<file path="config.mk">
export PLATFORM = sky130hd
export DESIGN_NAME = forwarding_scoreboard_id
export DESIGN_NICKNAME = d
export VERILOG_FILES = /design/src/rtl/mips_pipe_pkg.sv /design/src/rtl/fwd_match_port.sv /design/src/rtl/forwarding_scoreboard_id.sv
export SDC_FILE = /design/constraint.sdc
export NUM_CORES = 1
export LEC_CHECK = 0
export CORE_MARGIN = 8
export CORE_UTILIZATION = 51
export CTS_CLUSTER_SIZE = 25
export DETAILED_ROUTE_END_ITERATION = 12
export PLACE_DENSITY_LB_ADDON = 0.25
export SYNTH_ARGS = -nofsm -noshare
export SYNTH_HDL_FRONTEND = slang
export SYNTH_SLANG_ARGS = --single-unit
</file>
<file path="constraint.sdc">
create_clock -name clk_i -period 4.3 [get_ports clk_i]
set_clock_uncertainty 0.05 [all_clocks]
set_input_delay 0.86 -clock clk_i [delete_from_list [all_inputs] [get_ports clk_i]]
set_output_delay 0.86 -clock clk_i [all_outputs]
set_load 0.02 [all_outputs]
</file>
<file path="src/rtl/mips_pipe_pkg.sv">
// Shared pipeline definitions for the ID-stage forwarding scoreboard.
// Holds the default register address width, the in-flight slot layout
// for the default three-stage configuration, and the "read register file"
// forward select code.
package mips_pipe_pkg;

  localparam int REG_ADDR_W = 5;
  localparam int PIPE_DEPTH = 3;
  localparam int PIPE_RDY_W = $clog2(PIPE_DEPTH);

  localparam int FWD_SEL_RF = 0;

  typedef struct packed {
    logic                  valid;
    logic [REG_ADDR_W-1:0] rd;
    logic [PIPE_RDY_W-1:0] readyAt;
  } fwd_slot_t;

endpackage

</file>
<file path="src/rtl/fwd_match_port.sv">
// Per-source-port priority encoder over the in-flight slots.
// Finds the youngest slot writing this port's source register and reports
// whether that producer's value is still not forwardable.
module fwd_match_port
  import mips_pipe_pkg::*;
#(
  parameter int ADDR_W = 5,
  parameter int DEPTH  = 3,
  parameter int SEL_W  = 2,
  parameter int RDY_W  = 2
) (
  input  logic [DEPTH-1:0]        slotValid_i,
  input  logic [DEPTH*ADDR_W-1:0] slotRd_i,
  input  logic [DEPTH*RDY_W-1:0]  slotReadyAt_i,
  input  logic [ADDR_W-1:0]       src_i,
  input  logic                    srcUsed_i,
  output logic [SEL_W-1:0]        sel_o,
  output logic                    hazard_o
);

  // Scan oldest to youngest so the youngest matching producer overwrites older ones
  always_comb begin
    sel_o    = SEL_W'(FWD_SEL_RF);
    hazard_o = 1'b0;
    for (int k = DEPTH - 1; k >= 0; k--) begin
      if (slotValid_i[k] && (slotRd_i[k*ADDR_W +: ADDR_W] == src_i) &&
          srcUsed_i && (src_i != '0)) begin
        sel_o    = SEL_W'(k + 1);
        hazard_o = (RDY_W'(k) < slotReadyAt_i[k*RDY_W +: RDY_W]);
      end
    end
  end

endmodule

</file>
<file path="src/rtl/forwarding_scoreboard_id.sv">
// ID-stage forwarding and load-use hazard unit.
// Shadows the in-flight register writes (slot 0 = EX, last slot = WB),
// picks a forward source per ID operand, stalls ID when the chosen producer
// is not ready yet, and keeps a saturating count of stall cycles.
module forwarding_scoreboard_id #(
  parameter  int NUM_SRC    = 2,
  parameter  int REG_ADDR_W = mips_pipe_pkg::REG_ADDR_W,
  parameter  int DEPTH      = 3,
  parameter  int CNT_W      = 16,
  localparam int SEL_W      = $clog2(DEPTH + 1),
  localparam int RDY_W      = $clog2(DEPTH)
) (
  input  logic                          clk_i,
  input  logic                          rst_ni,
  input  logic                          pipe_en_i,
  input  logic                          id_valid_i,
  input  logic                          flush_id_i,
  input  logic [NUM_SRC*REG_ADDR_W-1:0] id_src_i,
  input  logic [NUM_SRC-1:0]            id_src_used_i,
  input  logic [REG_ADDR_W-1:0]         id_rd_i,
  input  logic                          id_reg_write_i,
  input  logic [RDY_W-1:0]              id_ready_at_i,
  output logic [NUM_SRC*SEL_W-1:0]      fwd_sel_o,
  output logic                          stall_o,
  output logic [CNT_W-1:0]              stall_count_o
);

  import mips_pipe_pkg::*;

  typedef struct packed {
    logic                  valid;
    logic [REG_ADDR_W-1:0] rd;
    logic [RDY_W-1:0]      readyAt;
  } slot_t;

  slot_t                     slot_q [DEPTH];
  slot_t                     slot0_d;
  logic [CNT_W-1:0]          stallCount_q;
  logic [CNT_W-1:0]          stallCount_d;

  logic [DEPTH-1:0]          slotValid;
  logic [DEPTH*REG_ADDR_W-1:0] slotRd;
  logic [DEPTH*RDY_W-1:0]    slotReadyAt;
  logic [NUM_SRC*SEL_W-1:0]  portSel;
  logic [NUM_SRC-1:0]        portHazard;
  logic                      stall;

  for (genvar k = 0; k < DEPTH; k++) begin : gSlot
    assign slotValid[k]                          = slot_q[k].valid;
    assign slotRd[k*REG_ADDR_W +: REG_ADDR_W]    = slot_q[k].rd;
    assign slotReadyAt[k*RDY_W +: RDY_W]         = slot_q[k].readyAt;
  end

  for (genvar i = 0; i < NUM_SRC; i++) begin : gPort
    fwd_match_port #(
      .ADDR_W(REG_ADDR_W),
      .DEPTH (DEPTH),
      .SEL_W (SEL_W),
      .RDY_W (RDY_W)
    ) uMatch (
      .slotValid_i  (slotValid),
      .slotRd_i     (slotRd),
      .slotReadyAt_i(slotReadyAt),
      .src_i        (id_src_i[i*REG_ADDR_W +: REG_ADDR_W]),
      .srcUsed_i    (id_src_used_i[i]),
      .sel_o        (portSel[i*SEL_W +: SEL_W]),
      .hazard_o     (portHazard[i])
    );
  end

  assign stall         = id_valid_i && !flush_id_i && (|portHazard);
  assign stall_o       = stall;
  assign fwd_sel_o     = stall ? {NUM_SRC{SEL_W'(FWD_SEL_RF)}} : portSel;
  assign stall_count_o = stallCount_q;

  // New EX-slot entry (a bubble unless ID issues) and the saturating stall counter
  always_comb begin
    slot0_d = '0;
    if (id_valid_i && !stall && !flush_id_i) begin
      slot0_d.valid   = id_reg_write_i && (id_rd_i != '0);
      slot0_d.rd      = id_rd_i;
      slot0_d.readyAt = id_ready_at_i;
    end
    stallCount_d = stallCount_q;
    if (stall && (stallCount_q != '1)) begin
      stallCount_d = stallCount_q + 1'b1;
    end
  end

  // Advance the shadow pipeline and counter only when the whole pipe advances
  always_ff @(posedge clk_i or negedge rst_ni) begin
    if (!rst_ni) begin
      for (int k = 0; k < DEPTH; k++) begin
        slot_q[k] <= '0;
      end
      stallCount_q <= '0;
    end else if (pipe_en_i) begin
      slot_q[0] <= slot0_d;
      for (int k = 1; k < DEPTH; k++) begin
        slot_q[k] <= slot_q[k-1];
      end
      stallCount_q <= stallCount_d;
    end
  end

endmodule

</file>
# == Word level (Yosys, flattened, before mapping) ==
# Index checks and enable logic that the tools add are counted.
# Widths: inputs -> output; s select.
# classes
magnitude_cmp,3
n_addsub,1
reduce_logical,31
n_mux,14
eq_ne,7
# ops
operator,count
$eq 5x5->1,6
$logic_and 1x1->1,24
$add 16x1->16 const B,1
$ne 16x16->1 const B,1
$reduce_bool 5->1,3
$mux 2,6
$mux 8,1
$mux 1,6
$lt 1x2->1 const A,2
$mux 4,1
$logic_not 1->1,2
$lt 2x2->1 const A,1
$reduce_and 2->1,1
$reduce_or 2->1,1
# totals
input_bits,25
wordCells,66
output_inout_bits,21
register_bits,40

# == Longest topological paths before layout ==
# logic_depth
word_depth,13
ltp_mapped,8
ltp_nobuf,7

# == By module ==
# Synthesis repeated with hierarchy kept, for this count alone.
# hier_totals
hier_cells,211
hier_area_um2,2298.5
# by_module_without_submodules
mod,seq_area_each_um2,cells_per_inst,area_per_inst_um2,instances
forwarding_scoreboard_id,1001.0,143,1813.0,1
fwd_match_port,0.0,34,242.7,2

# == Least setup slack after synthesis ==
# OpenSTA, ideal clock, no wires.
# synth_path
path_kind,in2out
startpoint,in id_src_i[0]
endpoint,out fwd_sel_o[3]
path_slack_ps,336
n_path_buf,0
arrival_ps,3054
stages,7
t_required_ps,3390
cell_sequence,or4_1 > o21ai_2 > and4b_1 > o22ai_2 > o311ai_4 > or2_1 > a221oi_1
# synth_between
elab_chain_len,10
elab_cells_between_ends,19
classes_between,eq/ne: 3; mux: 4; reduce/logical: 12
# synth_rtl
element,line,text
from (decl),forwarding_scoreboard_id.sv:18,"input logic [NUM_SRC*REG_ADDR_W-1:0] id_src_i,"
$eq 5x5->1,fwd_match_port.sv:26,if (slotValid_i[k] && (slotRd_i[k*ADDR_W +: ADDR_W] == src_i) &&
$logic_and 1x1->1 (2 in series),fwd_match_port.sv:26,
$logic_and 1x1->1,fwd_match_port.sv:27,srcUsed_i && (src_i != '0)) begin
$mux 1 (2 in series),fwd_match_port.sv:26,
$mux 1 (*),fwd_match_port.sv:26,
$reduce_or 2->1 (*),forwarding_scoreboard_id.sv:71,assign stall = id_valid_i && !flush_id_i && (|portHazard);
$logic_and 1x1->1 (*),forwarding_scoreboard_id.sv:71,
$mux 4 (*),forwarding_scoreboard_id.sv:73,assign fwd_sel_o = stall ? {NUM_SRC{SEL_W'(FWD_SEL_RF)}} : portSel;
to (decl),forwarding_scoreboard_id.sv:23,"output logic [NUM_SRC*SEL_W-1:0] fwd_sel_o,"
# Every way passes the cells marked *; elsewhere a longest branch is shown, timed or not.

# == Worst setup path after layout ==
# layout_path
startpoint,in id_src_i[5]
endpoint,out fwd_sel_o[1]
# Same word-level chain as after synthesis.

==> summary.txt <==
Die H: 83.0 um
Int Pwr: 589 uW
All-layer global routing usage: 16.0%
CTS Hold Bufs: 0
H-tree depth: 2
Slack of the worst reg-to-reg path: 1.84 ns
Maximum clock frequency: 0.240 GHz
Post-detailed-placement cell area: 2930 sq um
Number of enable-type register cells in the synthesized netlist: 0
Average wire length per cell after detail routing: 16.8 um
Dominant combinational cell family by area after synthesis: XOR/XNOR gates
Final critical delay including setup and external delays: 4.17 ns
Max clock buf depth: 2
Root buf cell: sky130_fd_sc_hd__clkbuf_8
Worst setup endpoint: fwd_sel_o[1]
Setup violation total in the final timing report: 0
Tightest hold margin: 0.450 ns
Capture point of the worst reg-to-reg path: slotValid[0]
Adder and majority gate portion of the synthesized area: 0.547%
Overall die area: 6890 sq um
Worst-Skew Late Latency: 0.29 ns
Via density per instance: 5.55
Async set-or-reset flop fraction in the synthesized netlist: 100%
Synth Flop Type: sky130_fd_sc_hd__dfrtp_1
Critical setup path kind: primary input to output pin
Congestion Overflow GR: 0
CP max-delay cell: sky130_fd_sc_hd__or4_4
Mean area per synthesized cell: 11.4 sq um
#FFs+latches synth: 40
Xor and xnor fraction of the mapped netlist area: 17.2%
Compound-Gate Fraction of Synth Area: 15.0%
Net load switching power: 203 uW
Cell type with the highest aggregate area in the netlist: sky130_fd_sc_hd__dfrtp_1
Delay of the slowest critical-path stage: 0.55 ns
CTS tree: yes
Data required time at the worst endpoint: 3.39 ns
Series of cell instances along the critical path: clkdlybuf4s50_1, or4_1, o21ai_2, nor3_2, or4_4, o31ai_4, or2_4, a21oi_1, dlygate4sd2_1
Unrepaired setup endpoints after global routing: no
Combinational group share of total power: 14.7%
Count of final max-slew check failures: 0
Antenna violations before repair: 0
Data arrival time of the critical path: 3.26 ns
DRT antenna net count: 0
Peak supply drop: 0.233 mV
Hold Vio Cnt, Final: 0
Setup slack after layout: 0.126 ns
Number of global-route vias before repair: 1902
Count of cell types in the netlist: 46
Row count: 24
Net Sw Frac: 25.6%
Maximum number of pins on one net before global-route repair: 41
HPWL after detailed placement: 4190 um
Critical Path Sink Type: output pin
Final wirelength: 5430 um
Critical Path Start: id_src_i[5]
Share of synthesized area spent on multiplexers: 7.38%
Share of total power in sequential cells: 52.2%
Setup Fix Bufs, Post-CTS: 0
Initial cell density of the core: 52.6%
Residual DRC: 0
Instance count of the mapped netlist: 201
Number of buffers inserted by port buffering: 45
Cts repair resizes: 7
Final cell area excluding filler cells: 3030 sq um
Maxcap violations: 0
Dominant cell by count in the synthesized netlist: sky130_fd_sc_hd__dfrtp_1
Worst R2R Start: slotRd[10]
Total I/O pin count: 46
Post-layout net count: 297
Pre-CTS setup slack: -0.312 ns
Width of the chip: 83.0 um
Commonest cells post-synth: sky130_fd_sc_hd__dfrtp_1, sky130_fd_sc_hd__xnor2_1, sky130_fd_sc_hd__mux2_2, sky130_fd_sc_hd__xor2_1, sky130_fd_sc_hd__nand2_1
Run status: finished clean
Area of the placeable core: 4350 sq um
Element type at the critical path start: primary input
Vias after detailed routing: 1799
Fraction of final layout cells sized beyond drive strength 1: 23.9%
Total standard cell area after synthesis: 2290 sq um
Total iterations of the first detailed-routing run: 4
Net count after synthesis: 227
First-pass GRT wire length: 9360 um
CTS Sinks: 40
Crit Path Max Fanout: 5
N_diodes: 0
Post-synthesis sequential area ratio: 43.7%
Power density cells: 261 nW/um^2
RD Place Congestion: 0.897
Number of cell instances on the worst register-to-register path: 8
Number of clock buffers inserted by TritonCTS: 5
Area growth from synthesis to final layout: 32.5%
Biggest area contributors in the synthesized netlist: sky130_fd_sc_hd__dfrtp_1, sky130_fd_sc_hd__xnor2_1, sky130_fd_sc_hd__mux2_2
Final core utilization: 69.6%
Clock edge transition at the registers on the reported setup and hold paths: 0.08 ns
Share of the cycle needed by the critical path after routing: 97.1%
Proportion of netlist area held by the largest area contributor: 43.7%
Total negative setup slack: 0 ns
DRC marker count from the first detailed-route iteration: 98
Area fraction in and, or, nand and nor cells after synthesis: 14.2%
Slew margin rel.: 40.8%
Portion of total power attributed to the clock network: 33.1%
Ys Warns: 0
HP Class: flip-flop to flip-flop
Worst-Margin Slew: 0.889 ns
Reported leakage power: 1.32 nW
==> power groups by stage <==
stage	logic, mW	clock network (mW)	registers (mW)
5_1_grt	0.127	0.283	0.416
2_1_floorplan	0.0580	0	0.414
6_report	0.116	0.262	0.414
3_3_place_gp	0.112	0	0.419
3_5_place_dp	0.115	0	0.421
4_1_cts	0.115	0.270	0.413
==> final cells by class <==
| cell class | instances | area, sq um |
|---|---|---|
| multi-input combinational | 153 | 1260 |
| clock inverter | 2 | 13.8 |
| sequential | 40 | 1000 |
| tap | 52 | 65.1 |
| timing repair buffer | 67 | 597 |
| fill | 333 | 1320 |
| inverter | 4 | 15.0 |
| clock buffer | 6 | 82.6 |
==> state kept, by name, indices dropped and copies added (netlist names) <==
register	flops
slotRd	15
slotReadyAt	6
slotValid	3
stall_count_o	16
==> cells by family after synthesis <==
logic type	count (synthesis)
mux	15
buf+inv	8
simple gates	52
compound gates	40
flops	40
fa+ha+maj	1
xor+xnor	45
==> metrics by stage <==
stage	total power [mW]	std cells
finish	0.792	324
global route	0.826	324
CTS	0.799	324
detailed placement	0.535	316
global placement	0.532	316
floorplan	0.472	201
==> worst max-delay path, delay by kind of cell <==
family	cells	cell delay [ns]
AND/OR/NAND/NOR	4	1.35
AO/OA/AOI/OAI	3	0.31
buffers and inverters	2	0.76
==> how the worst min path moves through the flow <==
stage | start | end | slack [ns] | cells after the start
floorplan | slotReadyAt[2] | slotReadyAt[2] | 0.42 | 1
global placement | stall_count_o[8] | stall_count_o[8] | 0.43 | 1
detailed placement | stall_count_o[14] | stall_count_o[14] | 0.44 | 1
CTS | stall_count_o[14] | stall_count_o[14] | 0.45 | 1
global route | stall_count_o[8] | stall_count_o[8] | 0.47 | 1
finish | stall_count_o[8] | stall_count_o[8] | 0.45 | 1
==> routing by layer <==
| layer | routed length [um] | up-vias | GRT usage, % | part of all wire [%] |
|---|---|---|---|---|
| met1 | 2550 | 866 | 21.3 | 47 |
| met4 | 34 | 0 | 3.51 | 0.63 |
| met5 | 0 | - | 0 | 0 |
| li1 | - | 883 | - | - |
| met3 | 335 | 4 | 4.69 | 6.2 |
| met2 | 2510 | 46 | 25.0 | 46 |
==> cells in the final DEF, fill, tap and decap left out, drive strengths merged, types with 5 or more instances in the layout <==
cell type      count
dfrtp             40
clkdlybuf4s50     39
xnor2             33
buf               23
mux2              15
xor2              12
o21ai             11
nand2             10
clkbuf             8
a22o               7
nor3               7
o211ai             7
nor2               6
and4               5
inv                5
Note: power is estimated with default switching activity, not from simulation.
